**config.mk**
```make
export PLATFORM = sky130hd
export DESIGN_NAME = ps2_keyboard_rx_flat
export DESIGN_NICKNAME = d
export VERILOG_FILES = /design/src/rtl/ps2_keyboard_rx_if.sv /design/src/rtl/ps2_keyboard_rx.sv /design/src/flat_wrapper.sv
export SDC_FILE = /design/constraint.sdc
export NUM_CORES = 1
export LEC_CHECK = 0
export BUFFER_PORTS_ARGS = -buffer_cell sky130_fd_sc_hd__buf_4
export CAP_MARGIN = 20
export CORE_MARGIN = 1
export CORE_UTILIZATION = 25
export DETAILED_ROUTE_END_ITERATION = 16
export GPL_ROUTABILITY_DRIVEN = 0
export PLACE_DENSITY = 0.36
export SLEW_MARGIN = 40
export SYNTH_ARGS = -nofsm -noshare
export SYNTH_HDL_FRONTEND = slang
export SYNTH_SLANG_ARGS = --single-unit
```
**constraint.sdc**
```tcl
create_clock -name clock -period 5.9 [get_ports clock]
set_clock_uncertainty 0.2 [all_clocks]
set_input_delay 0.295 -clock clock [delete_from_list [all_inputs] [get_ports clock]]
set_output_delay 0.295 -clock clock [all_outputs]
set_load 0.05 [all_outputs]
```
**src/rtl/ps2_keyboard_rx_if.sv**
```systemverilog
// PS/2 receiver bus: raw keyboard lines in, decoded scan code and status strobes out.
interface ps2_keyboard_rx_if;
  logic       ps2_clk;
  logic       ps2_dat;
  logic [7:0] ps2_out;
  logic       ps2_key_pressed;
  logic       parity_error;
  logic       frame_error;
  logic       rx_busy;

  modport master (output ps2_clk, ps2_dat,
                  input  ps2_out, ps2_key_pressed, parity_error, frame_error, rx_busy);
  modport slave  (input  ps2_clk, ps2_dat,
                  output ps2_out, ps2_key_pressed, parity_error, frame_error, rx_busy);
endinterface

```
**src/rtl/ps2_keyboard_rx.sv**
```systemverilog
// PS/2 keyboard frame receiver: synchronise, glitch-filter the clock, shift 11-bit frames.
// Optional macro PS2_BREAK_FILTER_EN suppresses 0xF0 break codes and the byte that follows.
module ps2_keyboard_rx #(
  parameter int FILTER_LEN     = 8,
  parameter int TIMEOUT_CYCLES = 50000
) (
  input  logic                clock,
  input  logic                reset,
  ps2_keyboard_rx_if.slave    bus
);
  localparam int FW = $clog2(FILTER_LEN + 1);
  localparam int TW = $clog2(TIMEOUT_CYCLES + 1);

  localparam logic [1:0] IDLE   = 2'd0;
  localparam logic [1:0] DATA   = 2'd1;
  localparam logic [1:0] PARITY = 2'd2;
  localparam logic [1:0] STOP   = 2'd3;

  logic [1:0]    r_clk_sync, r_dat_sync;
  logic          r_filt;
  logic [FW-1:0] r_filt_cnt;
  logic [1:0]    r_state;
  logic [2:0]    r_bit_cnt;
  logic [7:0]    r_shift;
  logic          r_par;
  logic [TW-1:0] r_to_cnt;
  logic [7:0]    r_out;
  logic          r_key, r_perr, r_ferr;

  logic w_clk_s, w_dat_s, w_edge, w_par_ok, w_stop_edge, w_good, w_timeout, w_deliver;

  assign w_clk_s     = r_clk_sync[1];
  assign w_dat_s     = r_dat_sync[1];
  // Edge event is the cycle in which the filtered clock is about to fall.
  assign w_edge      = r_filt & ~w_clk_s & (r_filt_cnt == FW'(FILTER_LEN - 1));
  assign w_par_ok    = ^{r_shift, r_par};
  assign w_stop_edge = w_edge && (r_state == STOP);
  assign w_good      = w_stop_edge && w_dat_s && w_par_ok;
  assign w_timeout   = (r_state != IDLE) && !w_edge && (r_to_cnt == TW'(TIMEOUT_CYCLES));

  always_ff @(posedge clock or negedge reset) begin
    if (!reset) begin
      r_clk_sync <= 2'b11;
      r_dat_sync <= 2'b11;
    end else begin
      r_clk_sync <= {r_clk_sync[0], bus.ps2_clk};
      r_dat_sync <= {r_dat_sync[0], bus.ps2_dat};
    end
  end

  always_ff @(posedge clock or negedge reset) begin
    if (!reset) begin
      r_filt     <= 1'b1;
      r_filt_cnt <= '0;
    end else if (w_clk_s != r_filt) begin
      if (r_filt_cnt == FW'(FILTER_LEN - 1)) begin
        r_filt     <= w_clk_s;
        r_filt_cnt <= '0;
      end else begin
        r_filt_cnt <= r_filt_cnt + 1'b1;
      end
    end else begin
      r_filt_cnt <= '0;
    end
  end

`ifdef PS2_BREAK_FILTER_EN
  logic r_skip;
  // A byte after 0xF0 is the released key; swallow both, re-arm on any error.
  always_ff @(posedge clock or negedge reset) begin
    if (!reset)
      r_skip <= 1'b0;
    else if (w_good)
      r_skip <= r_skip ? 1'b0 : (r_shift == 8'hF0);
    else if (w_stop_edge || w_timeout)
      r_skip <= 1'b0;
  end
  assign w_deliver = !r_skip && (r_shift != 8'hF0);
`else
  assign w_deliver = 1'b1;
`endif

  always_ff @(posedge clock or negedge reset) begin
    if (!reset) begin
      r_state   <= IDLE;
      r_bit_cnt <= '0;
      r_shift   <= '0;
      r_par     <= 1'b0;
      r_to_cnt  <= '0;
      r_out     <= '0;
      r_key     <= 1'b0;
      r_perr    <= 1'b0;
      r_ferr    <= 1'b0;
    end else begin
      r_key  <= 1'b0;
      r_perr <= 1'b0;
      r_ferr <= 1'b0;
      if (r_state == IDLE) begin
        r_to_cnt <= '0;
        if (w_edge && !w_dat_s) begin
          r_state   <= DATA;
          r_bit_cnt <= '0;
          r_shift   <= '0;
        end
      end else if (w_edge) begin
        r_to_cnt <= '0;
        case (r_state)
          DATA: begin
            r_shift   <= {w_dat_s, r_shift[7:1]};
            r_bit_cnt <= r_bit_cnt + 1'b1;
            if (r_bit_cnt == 3'd7) r_state <= PARITY;
          end
          PARITY: begin
            r_par   <= w_dat_s;
            r_state <= STOP;
          end
          default: begin
            r_state <= IDLE;
            // Stop-bit error takes precedence so a frame is reported once.
            if (!w_dat_s)
              r_ferr <= 1'b1;
            else if (!w_par_ok)
              r_perr <= 1'b1;
            else if (w_deliver) begin
              r_out <= r_shift;
              r_key <= 1'b1;
            end
          end
        endcase
      end else if (w_timeout) begin
        r_state  <= IDLE;
        r_ferr   <= 1'b1;
        r_to_cnt <= '0;
      end else begin
        r_to_cnt <= r_to_cnt + 1'b1;
      end
    end
  end

  assign bus.ps2_out         = r_out;
  assign bus.ps2_key_pressed = r_key;
  assign bus.parity_error    = r_perr;
  assign bus.frame_error     = r_ferr;
  assign bus.rx_busy         = (r_state != IDLE);
endmodule

```
**src/flat_wrapper.sv**
```systemverilog
// flat-port wrapper written by rule: the top's interface ports become plain ports
module ps2_keyboard_rx_flat 
#(
  parameter int FILTER_LEN     = 8,
  parameter int TIMEOUT_CYCLES = 50000
)
  (clock, reset, bus_ps2_clk, bus_ps2_dat, bus_ps2_out, bus_ps2_key_pressed, bus_parity_error, bus_frame_error, bus_rx_busy);
  ps2_keyboard_rx_if bus_i ();
  input  logic clock;
  input  logic reset;
  input wire logic [$bits(bus_i.ps2_clk)-1:0] bus_ps2_clk;
  input wire logic [$bits(bus_i.ps2_dat)-1:0] bus_ps2_dat;
  output wire logic [$bits(bus_i.ps2_out)-1:0] bus_ps2_out;
  output wire logic [$bits(bus_i.ps2_key_pressed)-1:0] bus_ps2_key_pressed;
  output wire logic [$bits(bus_i.parity_error)-1:0] bus_parity_error;
  output wire logic [$bits(bus_i.frame_error)-1:0] bus_frame_error;
  output wire logic [$bits(bus_i.rx_busy)-1:0] bus_rx_busy;
  assign bus_i.ps2_clk = bus_ps2_clk;
  assign bus_i.ps2_dat = bus_ps2_dat;
  assign bus_ps2_out = bus_i.ps2_out;
  assign bus_ps2_key_pressed = bus_i.ps2_key_pressed;
  assign bus_parity_error = bus_i.parity_error;
  assign bus_frame_error = bus_i.frame_error;
  assign bus_rx_busy = bus_i.rx_busy;
  ps2_keyboard_rx #(.FILTER_LEN(FILTER_LEN), .TIMEOUT_CYCLES(TIMEOUT_CYCLES)) u_core (.clock(clock), .reset(reset), .bus(bus_i));
endmodule
```
### Yosys cells after proc, flatten, opt, wreduce, memory -nomap -nowiden

Index checks and enable logic that the tools add are counted.
Widths: inputs -> output; s select.

* latch bits: 0
* bits in writable memories: 0
* logic and storage cells: 80
* flip-flop bits (word level): 50
* memories: 0
* output and inout bits: 12
* memory bits (read-only): 0

* add/sub/neg operators: 3
* shift operators: 0
* div/mod/pow operators: 0
* magnitude comparators: 0
* bitwise operators: 5
* multipliers: 0
* multiplexer cells: 34
* equality and inequality tests: 8
* reductions and logical operators: 17

Operators by type and width (count)
* $mux 16: 3
* $mux 8: 4
* $add 16x1->16 const B: 1
* $eq 16x16->1 const B: 1
* $mux 1: 15
* $mux 3: 4
* $mux 2: 5
* $reduce_and 3->1: 3
* $reduce_xor 9->1: 1
* $mux 4: 2
* $reduce_bool 2->1: 3
* $reduce_and 5->1: 1
* $add 4x1->4 const B: 1
* $eq 4x3->1 const B: 1
* $ne 4x4->1 const B: 1
* $pmux 2 s2: 1
* $add 3x1->3 const B: 1
* $eq 3x3->1 const B: 1
* $logic_and 1x1->1: 3
* $not 1->1: 3
* $reduce_bool 3->1: 1
* $and 1x1->1: 2
* $eq 2x1->1 const B: 1
* $eq 2x2->1 const B: 1
* other kinds (6): 7

### Depth between registers and ports, before layout

* depth in word-level cells: 9
* gate-level depth with buffers: 8
* mapped depth without buffers: 6

### Worst setup path after synthesis

No wires, ideal clock.

* path kind: register to register
* from: reg u_core.r_filt
* to: reg u_core.r_out[0] (netlist: u_core.bus.ps2_out[0])
* buffers on the path: 1
* clock period less this slack: 2175 ps
* stages on the path, launching flop included: 7
* path slack: 3725 ps
* data required time: 5575 ps
* data arrival time: 1851 ps
* setup time: 125 ps
* path through: dfstp_2 > ha_1 > and4b_1 > clkbuf_1 > nand4_1 > mux2i_4 > mux2_2

* word-level cells in the longest chain between the ends: 3

Ends and longest elaborated chain
* from (decl): RTL line ps2_keyboard_rx.sv:20 `logic r_filt;`
* from (signal assigned): RTL line ps2_keyboard_rx.sv:57 `r_filt <= w_clk_s;`
* $and 1x1->1 (2 in series): RTL line ps2_keyboard_rx.sv:35 `assign w_edge = r_filt & ~w_clk_s & (r_filt_cnt == FW'(FILTER_LEN - 1));`
* $reduce_and 5->1 (no source line)
* to (signal assigned): RTL line ps2_keyboard_rx.sv:125 `r_out <= r_shift;`
* to (decl): RTL line ps2_keyboard_rx.sv:27 `logic [7:0] r_out;`

Every way passes these cells.
A chain may end at the register's enable or synchronous reset.

### Worst setup path after layout

* from: reg u_core.r_filt
* to: reg u_core.r_state[0]

* word-level cells in the longest chain between the ends: 7

Ends and longest elaborated chain
* $and 1x1->1 (*) (2 in series): RTL line ps2_keyboard_rx.sv:35
* $logic_not 1->1: RTL line ps2_keyboard_rx.sv:39 `assign w_timeout = (r_state != IDLE) && !w_edge && (r_to_cnt == TW'(TIMEOUT_CYCLES));`
* $logic_and 1x1->1 (2 in series): RTL line ps2_keyboard_rx.sv:39
* $reduce_bool 3->1 (no source line)
* $reduce_and 3->1 (no source line)
* to (signal assigned): RTL line ps2_keyboard_rx.sv:85 `r_state <= IDLE;`
* to (signal assigned): RTL line ps2_keyboard_rx.sv:101 `r_state <= DATA;`
* to (signal assigned): RTL line ps2_keyboard_rx.sv:111 `if (r_bit_cnt == 3'd7) r_state <= PARITY;`
* to (decl): RTL line ps2_keyboard_rx.sv:22 `logic [1:0] r_state;`

Mark *: on every way between the ends. The rest lies on a longest branch, timed or not.

==> flow_summary.yaml <==
run_status:
  status: "complete, no violations"
global_route:
  grt.overflow.total: 0
  grt_pass1_wl_mm: 7.776
  grt_pass1_vias: 1530
  grt_max_degree: 51
  grt_usage_pct: 10.20
  antenna_found_initial: 0
clock_tree:
  clock_path_buffers: 2
  path_clk_slew_ns: 0.09
  cts_buffers: 5
  clock-root-buffer: "clkbuf_8"
  clkSinkCount: 50
  clock_latency_ns: 0.30
  post_cts_buffers: 0
  cts_tree: "done"
  cts_resized: 0
  h-tree-depth: 2
floorplanning:
  rows: 34
  boundaryPins: 16
  die_h_um: 98.82
  start_util_pct: 26.36
  dieArea_um2: 9765
  die_x_um: 98.82
  core-area_um2: 8891
sta:
  relSlewSlack_pct: 52.44
  fin_hold_ws_ns: 0.1594
  tns_ns: 0
  fin_ws_ns: 3.520
  max_freq_mhz: 420.1
  finalMaxSlewViolations: 0
  setup_viol: 0
  worst_pin_slew_ns: 0.7107
  fin_crit_sh_pct: 40.34
  rsz0062_at_grt: "no"
  layout_min_cycle_time_ns: 2.380
  final_hold_viol_count: 0
worst_setup_path:
  endpoint_kind: "register"
  regToRegEndpoint: "u_core.r_state[0]"
  required_ns: 5.89
  r2r-start: "u_core.r_filt"
  reg2reg_slack_ns: 3.52
  cp_max_fo: 11
  worstSetupStartpointType: "register"
  r2r_cells: 5
  arrival_ns: 2.37
  critPathLaunch: "u_core.r_filt"
  endpoint: "u_core.r_state[0]"
  worst-setup-path-type: "register to register"
synth:
  yosysTopAreaCell: "dfrtp_1"
  syn_inst: 202
  synth_nets: 216
  ys_ff_latch: 50
  ys_seq_area_share_pct: 53.66
  syn_avg_cell_area_um2: 11.60
  async_reset_ff_share_pct: 100.0
  ys_top_cells_by_area: "dfrtp_1 48%, dfstp_2 5.6%, ha_1 5.3%, mux2_2 4.3%, xor2_1 3.7%"
  ys_dominant_reg_cell: "dfrtp_1"
  yosysWarnings: 0
  synth.cell_area_um2: 2343
  synthDominantCellAreaShare_pct: 48.05
  synth_cell_types: 39
  synth-edff-count: 0
final_layout:
  syn2layout_area_growth_pct: 14.90
  diodes: 0
  multi_input_area_um2: 1007
  nFillCells: 914
  finalNonFillerCells: 329
  seq_area_um2: 1257
  drive_gt1_share_pct: 18.10
  nets: 234
placement:
  numPortBuffers: 15
  dp.cells: 318
  dp_hpwl_mm: 2.963
  place_ws_ns: 3.501
power_and_ir_drop:
  p_per_area_nw_per_um2: 234.0
  p_total_w: 0.0006300
  p_leak_nw: 1.187
  ir_drop_mv: 0.08801
detailed_routing:
  route.detailed.wl_per_inst_um: 13.40
  drc: 0
  firstDrtPassIters: 4
  vias_per_cell: 4.611
  postRouteAntennaNets: 0
  drt_iter0_drc: 57
  num_vias: 1517
  wl_mm: 4.410
worst_hold_path:
  hold_class: "register to register"
job:
  cap_violations: 0
==> power breakdown <==
group,leakage (nW),switching (W),internal [W]
logic,0.450,0.0000169,0.0000120
clock network,0.0579,0.000114,0.000125
registers,0.679,0.00000807,0.000354
total,1.19,0.000139,0.000491
==> Yosys cell counts (2+ instances only) <==
cell type / instances
nor3_1: 2
nor2b_1: 2
a21oi_1: 8
inv_1: 11
and4_1: 2
or4b_1: 2
a22o_1: 9
nand4_1: 7
mux2_2: 9
xor2_1: 10
dfstp_2: 5
ha_1: 10
dfrtp_1: 45
xnor2_1: 5
and3_1: 2
nand4b_1: 3
clkbuf_1: 5
or3_1: 5
o21ai_0: 9
nand3_1: 9
nor4_1: 2
nand2_1: 8
nor2_1: 16
==> timing repair <==
action	in CTS	in global routing
hold buffers	3	0
hold endpoints to repair	47	0
setup endpoints to repair	0	0
==> worst min path at each step <==
stage,startpoint,endpoint,slack (ns),cells after the start
2_1_floorplan,reset,u_core.bus.frame_error,-0.20,0
3_3_place_gp,u_core.r_clk_sync[0],u_core.r_clk_sync[1],0.15,0
3_5_place_dp,u_core.r_dat_sync[0],u_core.r_dat_sync[1],0.15,0
4_1_cts,u_core.r_dat_sync[0],u_core.r_dat_sync[1],0.16,0
5_1_grt,u_core.r_dat_sync[0],u_core.r_dat_sync[1],0.16,0
6_report,u_core.r_dat_sync[0],u_core.r_dat_sync[1],0.16,0
==> layer usage <==
| metal | part of all wire [%] | global-route usage [%] | wire length, um | vias up |
|---|---|---|---|---|
| met2 | 42 | 15.22 | 1846 | 23 |
| met1 | 54 | 14.37 | 2402 | 734 |
| met5 | 0 | 0 | 0 | - |
| met4 | 1.1 | 3.789 | 49 | 0 |
| li1 | - | - | - | 758 |
| met3 | 2.5 | 2.340 | 111 | 2 |
==> critical path, cell delays in order, from the launching register on <==
cell	delay [ns]
dfstp_2	0.54
ha_1	0.16
nand4b_1	0.31
nor2_1	0.67
a2bb2oi_1	0.19
o32a_1	0.21
==> registers in the layout, indices dropped and copies added, names as in the netlist <==
signal	count
u_core.bus.frame_error	1
u_core.bus.parity_error	1
u_core.bus.ps2_key_pressed	1
u_core.bus.ps2_out	8
u_core.r_bit_cnt	3
u_core.r_clk_sync	2
u_core.r_dat_sync	2
u_core.r_filt	1
u_core.r_filt_cnt	4
u_core.r_par	1
u_core.r_shift	8
u_core.r_state	2
u_core.r_to_cnt	16
==> layout make-up <==
cell class | instances | share of cell area, %
inverter | 11 | 1.533
sequential | 50 | 46.70
clock buffer | 5 | 2.556
timing repair buffer | 18 | 5.297
multi-input combinational | 134 | 37.41
clock inverter | 3 | 1.487
tap | 108 | 5.019
==> placed cells by master (no fill, tap or decap), types with 3 or more instances in the layout <==
| master | Yosys | final |
|---|---|---|
| a21oi_1 | 8 | 8 |
| a22o_1 | 9 | 9 |
| buf_4 | 1 | 15 |
| clkbuf_8 | 0 | 5 |
| dfrtp_1 | 45 | 45 |
| dfstp_2 | 5 | 5 |
| dlygate4sd3_1 | 0 | 3 |
| ha_1 | 10 | 10 |
| inv_1 | 11 | 11 |
| mux2_2 | 9 | 9 |
| nand2_1 | 8 | 8 |
| nand3_1 | 9 | 9 |
| nand4_1 | 7 | 7 |
| nand4b_1 | 3 | 3 |
| nor2_1 | 16 | 16 |
| o21ai_0 | 9 | 9 |
| or3_1 | 5 | 5 |
| xnor2_1 | 5 | 5 |
| xor2_1 | 10 | 10 |
==> cells by family (layout without fill, tap and decap cells) <==
logic type / after synthesis / count (layout) / synth area share (%)
XOR/XNOR: 17 / 17 / 7.581
multiplexers: 10 / 10 / 5.286
AO/OA/AOI/OAI: 31 / 31 / 8.703
AND/OR/NAND/NOR: 66 / 66 / 16.07
buffers and inverters: 18 / 37 / 3.364
flip-flops: 50 / 50 / 53.66
adder cells (fa/ha/maj): 10 / 10 / 5.339
==> through the flow <==
step                      utilization [%]  cell area (um^2)
after CTS                           30.28              2693
after detailed placement            28.72              2554
after global routing                30.28              2693
after global placement              28.72              2554
final                               30.28              2693
after floorplan                         -              2344
No activity file was read; power rests on OpenSTA's default activity.
